===== src/rtl/instruction_loader.sv =====
// Byte-stream program loader: assembles big-endian words and writes them to instruction memory while holding the CPU.
// Optional feature: define LOADER_CHECKSUM_EN to require a trailing XOR checksum byte after the data.
module instruction_loader #(
   parameter int unsigned DEPTH     = 1024,
   parameter logic [31:0] BASE_ADDR = 32'h0000_0000
) (
   input  logic        Clk,
   input  logic        Reset,
   input  logic        Start,
   input  logic [7:0]  ByteIn,
   input  logic        ByteValid,
   output logic        ByteReady,
   output logic        WriteEnable,
   output logic [31:0] WriteAddress,
   output logic [31:0] WriteData,
   output logic        CpuHold,
   output logic        LoadDone,
   output logic        LoadError,
   output logic [10:0] WordCount
);

   typedef enum logic [2:0] {
      ST_IDLE   = 3'd0,
      ST_LEN_HI = 3'd1,
      ST_LEN_LO = 3'd2,
      ST_BYTES  = 3'd3,
      ST_WRITE  = 3'd4,
`ifdef LOADER_CHECKSUM_EN
      ST_CHECK  = 3'd5,
`endif
      ST_DONE   = 3'd6
   } state_t;

   // After the final word (or an empty program) the next stop is CHECK when checksums are enabled.
`ifdef LOADER_CHECKSUM_EN
   localparam state_t ST_FINISH = ST_CHECK;
`else
   localparam state_t ST_FINISH = ST_DONE;
`endif

   state_t      state_r, state_s;
   logic [15:0] len_r, len_s;
   logic [23:0] shift_r, shift_s;
   logic [1:0]  cnt_r, cnt_s;
   logic [10:0] wc_r, wc_s;
   logic        err_r, err_s;
   logic        we_r, we_s;
   logic [31:0] wa_r, wa_s;
   logic [31:0] wd_r, wd_s;
   logic        ready_r, ready_s;
   logic        hold_r, hold_s;
   logic        done_r, done_s;
`ifdef LOADER_CHECKSUM_EN
   logic [7:0]  csum_r, csum_s;
`endif

   logic        xfer_s;
   logic [15:0] len_full_s;
   logic [10:0] wc_inc_s;

   assign xfer_s     = ByteValid && ready_r;
   assign len_full_s = {len_r[15:8], ByteIn};
   assign wc_inc_s   = wc_r + 11'd1;

   // Next-state and next-output decode.
   always_comb begin
      state_s = state_r;
      len_s   = len_r;
      shift_s = shift_r;
      cnt_s   = cnt_r;
      wc_s    = wc_r;
      err_s   = err_r;
      we_s    = 1'b0;
      wa_s    = wa_r;
      wd_s    = wd_r;
`ifdef LOADER_CHECKSUM_EN
      csum_s  = csum_r;
`endif
      case (state_r)
         ST_IDLE, ST_DONE: begin
            if (Start) begin
               state_s = ST_LEN_HI;
               len_s   = 16'd0;
               shift_s = 24'd0;
               cnt_s   = 2'd0;
               wc_s    = 11'd0;
               err_s   = 1'b0;
`ifdef LOADER_CHECKSUM_EN
               csum_s  = 8'd0;
`endif
            end else begin
               state_s = state_r;
            end
         end
         ST_LEN_HI: begin
            if (xfer_s) begin
               len_s   = {ByteIn, len_r[7:0]};
               state_s = ST_LEN_LO;
            end else begin
               state_s = ST_LEN_HI;
            end
         end
         ST_LEN_LO: begin
            if (xfer_s) begin
               len_s = len_full_s;
               if (len_full_s == 16'd0) begin
                  state_s = ST_FINISH;
               end else if ({1'b0, len_full_s} > 17'(DEPTH)) begin
                  state_s = ST_DONE;
                  err_s   = 1'b1;
               end else begin
                  state_s = ST_BYTES;
               end
            end else begin
               state_s = ST_LEN_LO;
            end
         end
         ST_BYTES: begin
            if (xfer_s) begin
               shift_s = {shift_r[15:0], ByteIn};
               cnt_s   = cnt_r + 2'd1;
`ifdef LOADER_CHECKSUM_EN
               csum_s  = csum_r ^ ByteIn;
`endif
               if (cnt_r == 2'd3) begin
                  state_s = ST_WRITE;
                  we_s    = 1'b1;
                  wd_s    = {shift_r, ByteIn};
                  wa_s    = BASE_ADDR + {19'd0, wc_r, 2'b00};
               end else begin
                  state_s = ST_BYTES;
               end
            end else begin
               state_s = ST_BYTES;
            end
         end
         ST_WRITE: begin
            wc_s = wc_inc_s;
            if ({5'd0, wc_inc_s} == len_r) begin
               state_s = ST_FINISH;
            end else begin
               state_s = ST_BYTES;
            end
         end
`ifdef LOADER_CHECKSUM_EN
         ST_CHECK: begin
            if (xfer_s) begin
               err_s   = (ByteIn != csum_r);
               state_s = ST_DONE;
            end else begin
               state_s = ST_CHECK;
            end
         end
`endif
         default: begin
            state_s = ST_IDLE;
         end
      endcase

      // Status outputs are registered from the state being entered.
      case (state_s)
         ST_LEN_HI, ST_LEN_LO, ST_BYTES: begin
            ready_s = 1'b1;
            hold_s  = 1'b1;
            done_s  = 1'b0;
         end
`ifdef LOADER_CHECKSUM_EN
         ST_CHECK: begin
            ready_s = 1'b1;
            hold_s  = 1'b1;
            done_s  = 1'b0;
         end
`endif
         ST_WRITE: begin
            ready_s = 1'b0;
            hold_s  = 1'b1;
            done_s  = 1'b0;
         end
         ST_DONE: begin
            ready_s = 1'b0;
            hold_s  = 1'b0;
            done_s  = 1'b1;
         end
         default: begin
            ready_s = 1'b0;
            hold_s  = 1'b0;
            done_s  = 1'b0;
         end
      endcase
   end

   // State and output registers with synchronous active-low reset.
   always_ff @(posedge Clk) begin
      if (!Reset) begin
         state_r <= ST_IDLE;
         len_r   <= 16'd0;
         shift_r <= 24'd0;
         cnt_r   <= 2'd0;
         wc_r    <= 11'd0;
         err_r   <= 1'b0;
         we_r    <= 1'b0;
         wa_r    <= 32'd0;
         wd_r    <= 32'd0;
         ready_r <= 1'b0;
         hold_r  <= 1'b0;
         done_r  <= 1'b0;
`ifdef LOADER_CHECKSUM_EN
         csum_r  <= 8'd0;
`endif
      end else begin
         state_r <= state_s;
         len_r   <= len_s;
         shift_r <= shift_s;
         cnt_r   <= cnt_s;
         wc_r    <= wc_s;
         err_r   <= err_s;
         we_r    <= we_s;
         wa_r    <= wa_s;
         wd_r    <= wd_s;
         ready_r <= ready_s;
         hold_r  <= hold_s;
         done_r  <= done_s;
`ifdef LOADER_CHECKSUM_EN
         csum_r  <= csum_s;
`endif
      end
   end

   assign ByteReady    = ready_r;
   assign WriteEnable  = we_r;
   assign WriteAddress = wa_r;
   assign WriteData    = wd_r;
   assign CpuHold      = hold_r;
   assign LoadDone     = done_r;
   assign LoadError    = err_r;
   assign WordCount    = wc_r;

endmodule


===== config.mk =====
export PLATFORM = sky130hd
export DESIGN_NAME = instruction_loader
export DESIGN_NICKNAME = d
export VERILOG_FILES = /design/src/rtl/instruction_loader.sv
export SDC_FILE = /design/constraint.sdc
export NUM_CORES = 1
export LEC_CHECK = 0
export CORE_MARGIN = 2
export CORE_UTILIZATION = 40
export DETAILED_ROUTE_END_ITERATION = 16
export HOLD_SLACK_MARGIN = 0.03
export PLACE_DENSITY = 0.66
export SYNTH_ARGS = -nofsm -noshare
export SYNTH_HDL_FRONTEND = slang
export SYNTH_SLANG_ARGS = --single-unit

===== constraint.sdc =====
create_clock -name Clk -period 1.85 [get_ports Clk]
set_input_delay 0.37 -clock Clk [delete_from_list [all_inputs] [get_ports Clk]]
set_output_delay 0.37 -clock Clk [all_outputs]
set_load 0.05 [all_outputs]

==> run_results.csv, run 1 <==
group,metric,value,unit
placed_design,dp_hpwl,9410,um
synth,synthCells,577,
finish,most-common-layout-cells,"nand2_1, buf_4, dfxtp_1",
drt,wl,12820,um
floorplanning,die_y,110.5,um
cts,cts_tree,"built",
grt,grt_max_degree,33,
synth,synth_edf_count,0,
synth,synth.largest_area_cell,"dfxtp_1",
synth,yosysWarnings,0,
drt,drtIter0Drc,256,
sta,rsz0062_at_grt,"true",
worst_setup_path,crit_type,"input port to flip-flop",
sta,drv_slew,0,
synth,yosysUniqueCellTypes,55,
worst_setup_path,required,2090,ps
worst_setup_path,crit_buf_inv,1,
placed_design,gp_routability_congestion,0.9390,
drt,drtAntennaViolNets,0,
synth,seq_area_frac_synth,0.4592,
status,outcome,"complete, but fails checks",
finish,layout_commonest_cell,"nand2_1",
cts,clock_sinks,104,
sta,final.min_clock_period,1895,ps
floorplanning,coreArea,10940,um2
status,violations,"setup timing",
floorplanning,chipWidth,110.5,um
worst_setup_path,cp_slowest_cell,"clkdlybuf4s50_1",
grt,globalRouteOverflowTotal,0,
sta,finalSetupViolCount,4,
synth,synthArstFlopShare,0,
finish,fin_area,5956,um2
placed_design,place_inst,808,
floorplanning,dieArea,12200,um2
power,power_density,812.4,nW/um2
grt,grt_pass1_wl,20950,um
grt,antenna_found_initial,0,
sta,clock_skew,8.500,ps
power,leakage,0.002366,uW
flow_run,drv_cap,0,
drt,post_drt_wl_per_cell,15.56,um
cts,htree_levels,3,
sta,hold_viol,0,
placed_design,numPortBuffers,70,
synth,syn_area,4534,um2
floorplanning,initial_core_util,0.4146,
sta,max_freq,0.5277,GHz
floorplanning,row_count,38,
grt,grt_pass1_vias,4294,
finish,finalNetCount,693,
synth,syn_avg_cell_area,7.858,um2
drt,vias_per_cell,5.328,
worst_setup_path,worstSetupEndpointType,"flip-flop",
cts,cts-root-buf,"clkbuf_16",
synth,netlist_top_cells_area,"dfxtp_1, nand2_1, a21oi_1",
worst_setup_path,cpLargestDelayFamily,"simple AND/OR/NAND/NOR gates",
synth,synth-seq-cells,104,
finish,drive_above_1_share,0.2588,
cts,cts_buffer_depth,2,
worst_setup_path,start_kind,"input port",
sta,fin_ws,-44.90,ps
drt,drt_first_pass_iters,4,
drt,drc_errors,0,
drt,vias,4390,
finish,diodes,0,
sta,hold_ws,455.3,ps
sta,timing.final.crit_share,1.024,
worst_setup_path,cp_max_fo,3,
power,peakVddDrop,0.0005272,V
cts,numCtsBuffers,9,
grt,grt_use_total,0.2080,
cts,clock_latency,350,ps
worst_setup_path,cpPeakStageDelay,480,ps
cts,clkTransAtPathRegs,70,ps
finish,final_cells,824,
placed_design,place_area,5534,um2
synth,synth.top_cell.area_share,0.4592,
finish,final_util,0.5446,
cts,ctsHoldBuffers,0,
worst_setup_path,cp.arrival,2140,ps
synth,synth_ff_type,"dfxtp_1",
floorplanning,io_pins,92,
worst_hold_path,hold_class,"flip-flop to flip-flop",
worst_setup_path,path_cells,"clkdlybuf4s50_1 -> nor4_2 -> a31o_4 -> nand3_2 -> a221oi_2 -> o21ai_2 -> and2_1",
finish,syn_to_final_growth,31.35,%
## cell type report
type | instances | area [um2]
fillers | 1058 | 4980
flip-flops and latches | 104 | 2120
repair buffers | 130 | 1022
well taps | 140 | 175.2
clock inverters | 6 | 97.59
inverters | 5 | 18.77
multi-input cells | 429 | 2293
clock buffers | 10 | 229.0
## where the power goes
group	total [uW]	switching, uW	internal [uW]
Sequential	2280	30.7	2250
Clock	2090	885	1210
Combinational	464	312	152
Total	4840	1230	3610
## what timing repair did
action / CTS / global route
buffers inserted: 0 / 0
gates cloned: 0 / 0
resized for setup: 9 / 13
pin swaps: 2 / 3
endpoints found under the setup margin: 9 / 51
## worst min-delay path, cell delays in order (launching register included)
cell and delay, ps:
dfxtp_1 310, nand2_1 50, a21oi_1 50
## sequential cells by signal, summed over array words and instances (netlist names), 2 cells and up
register / cells
len_r: 16
WriteAddress: 11
WordCount: 11
cnt_r: 2
WriteData: 32
state_r: 3
shift_r: 24
## synth_stat cells, drive strengths merged (3+ instances only)
| master | instances |
|---|---|
| and2 | 11 |
| buf | 33 |
| a21oi | 74 |
| o221a | 5 |
| nor3 | 9 |
| o21ai | 11 |
| nor4 | 3 |
| dfxtp | 104 |
| a31oi | 11 |
| inv | 5 |
| nor2b | 3 |
| nand4 | 5 |
| a211oi | 3 |
| or3 | 3 |
| clkbuf | 26 |
| xnor2 | 7 |
| nand2b | 3 |
| nand3 | 18 |
| nand2 | 133 |
| and3 | 6 |
| o22ai | 4 |
| nor2 | 52 |
| a22oi | 14 |
| xor2 | 4 |
## final timing paths
kind	slack, ps	endpoint	from	cells after the start
worst max-delay path	-40	state_r[2]$_SDFF_PN0_	ByteIn[7]	7
worst min-delay path	460	WriteAddress[6]$_SDFFE_PN0P_	WriteAddress[6]$_SDFFE_PN0P_	2
worst max register to register	-40	CpuHold$_SDFF_PN0_	len_r[12]$_SDFFE_PN0P_	6
worst min register to register	460	WriteAddress[6]$_SDFFE_PN0P_	WriteAddress[6]$_SDFFE_PN0P_	2
## stage by stage
step | worst slack, ps | setup TNS (ps) | power [uW]
floorplan | 11.16 | 0 | 2642
global route | -176.1 | -575.9 | 4991
finish | -44.90 | -108.9 | 4838
detailed placement | -439.0 | -11480 | 2776
CTS | -61.10 | -242.8 | 4872
global placement | -454.9 | -9360 | 2771
## cells by family after synthesis
kind of cell | synth area share
AND/OR/NAND/NOR | 0.2445
AO/OA/AOI/OAI | 0.1943
flip-flops | 0.4592
buffers and inverters | 0.07450
XOR/XNOR | 0.02125
adder cells (fa/ha/maj) | 0.005518
other | 0.0008270
## per-layer routing
metal  up-vias  part of all wire  GRT usage
li1       2150                 -          -
met1      2093              0.42     0.2491
met2       121              0.50     0.3693
met3        26             0.048    0.04061
met4         0             0.026    0.07500
met5         -                 0          0
Note: power is estimated with default switching activity, not from simulation.
==> run 2: changes to the inputs <==
- GPL_TIMING_DRIVEN: default -> 0
==> run_results.csv, run 2 (synthesized netlist as in run 1, its figures left out) <==
group,metric,value,unit
floorplanning,die_y,110.5,um
drt,wl,12970,um
cts,cts_buffer_depth,2,
sta,setup_tns,-118.2,ps
grt,grt_pass1_wl,21040,um
cts,clock_sinks,104,
sta,rsz0062_at_grt,"true",
floorplanning,dieArea,12200,um2
sta,hold_ws,450.3,ps
sta,final.min_clock_period,1901,ps
sta,worst_slew_pin_slew,560.3,ps
worst_setup_path,path_cells,"or4_4 -> nor2_4 -> o2111ai_2 -> a2111o_1 -> o21ai_2 -> o22ai_1",
floorplanning,initial_core_util,0.4146,
drt,drtIter0Drc,338,
sta,finalSetupViolCount,5,
grt,grt.busiest_layer,"met2",
power,leakage,0.002529,uW
grt,grt_use_total,0.2114,
grt,use_met1,0.2556,
finish,most-common-layout-cells,"nand2_1, dfxtp_1, a21oi_1",
finish,finalNetCount,692,
drt,drt_first_pass_iters,4,
sta,hold_viol,0,
grt,grt_pass1_vias,4095,
worst_setup_path,cp.arrival,2130,ps
worst_setup_path,r2r_cells,6,
cts,cts_tree,"built",
power,power,4720,uW
drt,vias,4303,
finish,layout_commonest_cell,"nand2_1",
worst_hold_path,hold_class,"flip-flop to flip-flop",
sta,max_freq,0.5260,GHz
cts,cts-root-buf,"clkbuf_16",
worst_setup_path,required,2080,ps
cts,clkTransAtPathRegs,70,ps
sta,fin_ws,-51.07,ps
placed_design,gp_routability_congestion,0.8784,
power,netSwitchingFraction,0.2660,
worst_setup_path,cpLargestDelayFamily,"compound AO/OA/AOI/OAI gates",
drt,drtAntennaViolNets,0,
sta,drv_slew,0,
worst_setup_path,cpPeakStageDelay,540,ps
worst_setup_path,crit_type,"flip-flop to flip-flop",
floorplanning,coreArea,10940,um2
power,combPwrFrac,0.097,
power,clockPowerShare,0.420,
sta,clock_skew,5.400,ps
cts,ctsHoldBuffers,0,
floorplanning,chipWidth,110.5,um
worst_setup_path,start_kind,"flip-flop",
floorplanning,row_count,38,
power,pwr-share-seq,0.483,
finish,diodes,0,
flow_run,drv_cap,0,
finish,fin_area,5981,um2
power,peakVddDrop,0.0006528,V
placed_design,place_area,5557,um2
placed_design,numPortBuffers,70,
worst_setup_path,cp_slowest_cell,"or4_4",
finish,drive_above_1_share,0.1684,
power,power_density,789.2,nW/um2
status,outcome,"complete, but fails checks",
sta,slew_headroom,0.6265,
worst_setup_path,crit_buf_inv,0,
grt,met3_usage,0.05488,
drt,vias_per_cell,5.228,
power,power.internal,3465,uW
cts,numCtsBuffers,9,
cts,clock_latency,350,ps
finish,largest_register_ffs,32,
worst_setup_path,cp_max_fo,3,
worst_setup_path,path_depth,6,
grt,antenna_found_initial,0,
drt,drc_errors,0,
status,violations,"setup timing",
power,p_switching,1255,uW
drt,post_drt_wl_per_cell,15.76,um
worst_hold_path,holdPathStages,2,
grt,grt_max_degree,19,
cts,htree_levels,3,
grt,grtUsageMet2,0.3722,
grt,globalRouteOverflowTotal,0,
finish,syn_to_final_growth,31.90,%
sta,timing.final.crit_share,1.028,
worst_setup_path,worstSetupEndpointType,"flip-flop",
placed_design,dp_hpwl,9381,um
floorplanning,io_pins,92,
finish,final_util,0.5469,
==> run 2: cell count changes in the layout (fill, tap and decap cells not counted), moves of 2 or more <==
cell             before  now
buf_4               117   27
buf_6                 1    3
clkbuf_1              1   10
clkbuf_2              0   14
clkbuf_4              0    5
clkdlybuf4s50_1      10    6
clkinvlp_4            0    2
dlygate4sd2_1         0   59
dlymetal6s2s_1        1    4
nor2_1               51   48
nor2_2                0    2
==> run 2: worst reg2reg max path: stages (launching register included) <==
cell	delay (ps)
dfxtp_1	320
or4_4	540
nor2_4	120
o2111ai_2	110
a2111o_1	410
o21ai_2	200
o22ai_1	90
==> run 2: through the flow <==
stage / worst slack, ps / instances
floorplan: 11.16 / 597
detailed placement: -709.8 / 807
finish: -51.07 / 823
CTS: -113.0 / 821
global route: -147.0 / 823
global placement: -658.4 / 807
==> run 2: repair_timing <==
item                       CTS  global route
gates resized for setup     84            37
setup buffers                2             2
setup endpoints to repair  135            88
pin swaps                    7             4
==> run 2: routing by layer <==
layer / vias up / share of wire
met5: - / 0
met4: 0 / 0.015
met3: 17 / 0.058
met2: 115 / 0.50
met1: 2023 / 0.43
li1: 2148 / -
==> run 2: final cells by class <==
| class | instances | area (um2) |
|---|---|---|
| buffer | 55 | 351.6 |
| clock inverter | 6 | 76.32 |
| multi-input combinational | 429 | 2350 |
| inverter | 5 | 18.77 |
| timing repair buffer | 74 | 661.9 |
| fill | 1099 | 4955 |
| tap | 140 | 175.2 |
| sequential | 104 | 2118 |
| clock buffer | 10 | 229.0 |
==> run 2: worst paths after layout <==
kind | from | to | slack [ps]
setup reg to reg | len_r[12]$_SDFFE_PN0P_ | CpuHold$_SDFF_PN0_ | -50
hold / removal | WriteAddress[7]$_SDFFE_PN0P_ | WriteAddress[7]$_SDFFE_PN0P_ | 450
hold reg to reg | WriteAddress[7]$_SDFFE_PN0P_ | WriteAddress[7]$_SDFFE_PN0P_ | 450
setup / recovery | len_r[12]$_SDFFE_PN0P_ | CpuHold$_SDFF_PN0_ | -50
==> run 2: power groups by stage <==
stage / Clock [uW] / Combinational (uW) / Sequential, uW
floorplan: 0 / 308 / 2330
global placement: 0 / 441 / 2320
detailed placement: 0 / 445 / 2320
CTS: 2000 / 449 / 2280
global route: 2100 / 493 / 2280
finish: 1980 / 459 / 2280
==> edit (flow settings as in run 1) <==
Reset style: asynchronous (`Reset`), changed in one clocked block. Comments in the files are not updated.
--- a/src/rtl/instruction_loader.sv
+++ b/src/rtl/instruction_loader.sv
@@ -190,7 +190,7 @@
    end
 
    // State and output registers with synchronous active-low reset.
-   always_ff @(posedge Clk) begin
+   always_ff @(posedge Clk or negedge Reset) begin
       if (!Reset) begin
          state_r <= ST_IDLE;
          len_r   <= 16'd0;
Function: differs if Reset is asserted again (counterexample within 4 cycles, from zero or initial values and one cycle with Reset low); with Reset held inactive, the same outputs for 10 cycles.
==> edit against run 1 <==
The flow still finishes with violations (negative setup slack). Critical path depth unchanged. Die area increased by 6.4%. Sequential cell count unchanged. Wire length decreased by 5.5%. Cell count decreased by 11%. Synthesized area increased by 6.7%. Cell area increased by 9.1%. Hold slack improved by 0.022 ns. Worst setup slack got worse by 0.11 ns. Synthesized cell count decreased by 23%. Critical endpoint is now state_r[2].
Power is not compared: it rests on default switching activity, and its combinational part moved more than twofold at a synthesized area within 25%.
==> edit: results (changes against run 1) <==
| Metric | Value |
|---|---|
| WHS | `0.477 ns (+0.0216 ns)` |
| Failing checks | `negative setup slack` |
| Worst setup margin | `-0.153 ns (-0.108 ns)` |
| Hold Path Class | `input pin to flop` |
| First-pass GRT wire length | `19.5 mm (-7.1%)` |
| Worst endpoint data arrival time | `2.23 ns (+0.09 ns)` |
| Top post-synthesis cells by count | `dfrtp_1, nand2_1, o21ai_0` |
| Endpoints failing setup | `5 (+1)` |
| Largest net degree at the start of global routing | `39 (+18%)` |
| Post-route setup TNS | `-0.581 ns (-0.472 ns)` |
| Detailed placement HPWL | `8.48 mm (-9.9%)` |
| RR Endpoint | `state_r[2]` |
| Final estimated routing congestion in global placement | `0.876 (-6.7%)` |
| P_leak | `3.16 nW` |
| Final net count | `595 (-14%)` |
| Dpl cells | `701 (-13%)` |
| Clock Skew | `0.00537 ns (-0.00313 ns)` |
| Hold Startpoint | `ByteIn[3]` |
| Hold depth | `4 (+2)` |
| DP Worst Slack | `-0.668 ns (-0.229 ns)` |
| Setup CP Type | `flop to flop` |
| Cells after Synth | `442 (-23%)` |
| Synth cell types | `62 (+13%)` |
| Drt via density | `5.16 (-3.2%)` |
| Vias | `3781 (-14%)` |
| Async S/R FF share, synth | `100% (+100 points)` |
| Wirelength per Cell | `16.5 µm (+6.2%)` |
| Clk buf depth | `2 (unchanged)` |
| Crit path max fanout | `4 (+1)` |
| Placed cell area | `0.00599 mm² (+8.3%)` |
| Ys flop type | `dfrtp_1` |
| Min-Delay Endpoint | `len_r[11]` |
| Initial DRC count | `194 (-24%)` |
| Outcome | `finished with violations` |
| Ratio of cells with drive above 1 in the final layout | `40.8% (+15 points)` |
| Vias in the first global route | `3732 (-13%)` |
| Power, Total | `10.8 mW` |
| Worst R2R Path Depth | `7 (+1)` |
| Total GRT Usage | `19.3% (-1.5 points)` |
| Crit Reg-Reg Startpoint | `WordCount[0]` |
| # diodes | `0 (unchanged)` |
edit: cell types whose count changed in the layout (fill, tap and decap cells not counted), sizes merged, moves of 6 or more:
| cell | run 1 | this run |
|---|---|---|
| buf | 119 | 139 |
| and2 | 11 | 1 |
| o21ai | 11 | 46 |
| a22oi | 14 | 0 |
| mux2 | 0 | 43 |
| nor2 | 52 | 19 |
| nand2 | 133 | 52 |
| a21oi | 74 | 8 |
| dfrtp | 0 | 104 |
| dfxtp | 104 | 0 |
| a31oi | 11 | 3 |
| a22o | 0 | 17 |
| inv | 8 | 15 |
| clkdlybuf4s50 | 10 | 4 |
edit: critical path, cell delays in order, from the launching register on:
cell	delay, ns
dfrtp_4	0.44
ha_4	0.17
nand3_4	0.10
or3_1	0.34
a32o_1	0.24
o221ai_2	0.11
nor4_4	0.10
or3b_1	0.37
edit: repair_timing:
| item | in CTS | in global routing |
|---|---|---|
| gates resized for setup | 21 | 5 |
| pin swaps | 12 | 7 |
| setup endpoints to repair | 5 | 30 |
| hold buffers | 1 | 0 |
| endpoints found under the hold margin | 33 | 0 |
| setup buffers | 12 | 3 |
edit: area by class of cell:
class | instances | area [µm²]
clock inverter | 5 | 46.3
inverter | 12 | 45.0
timing repair buffer | 150 | 1220
clock buffer | 11 | 253
multi-input combinational | 304 | 2130
fill | 1059 | 5410
sequential | 104 | 2620
tap | 147 | 184
edit: routing by layer:
layer	track usage, %	vias to the layer above	part of all wire [%]
met5	0	-	0
met4	8.05	0	2.4
met3	2.28	17	4.0
met2	29.6	100	47
met1	27.9	1861	47
li1	-	1803	-
edit: cell families after synthesis:
family / share of synthesized area (%)
compound gates: 13.1
xor+xnor: 1.99
fa+ha+maj: 0.517
buf+inv: 6.21
flops: 53.8
mux: 10.2
other cells: 0.0775
simple gates: 14.1
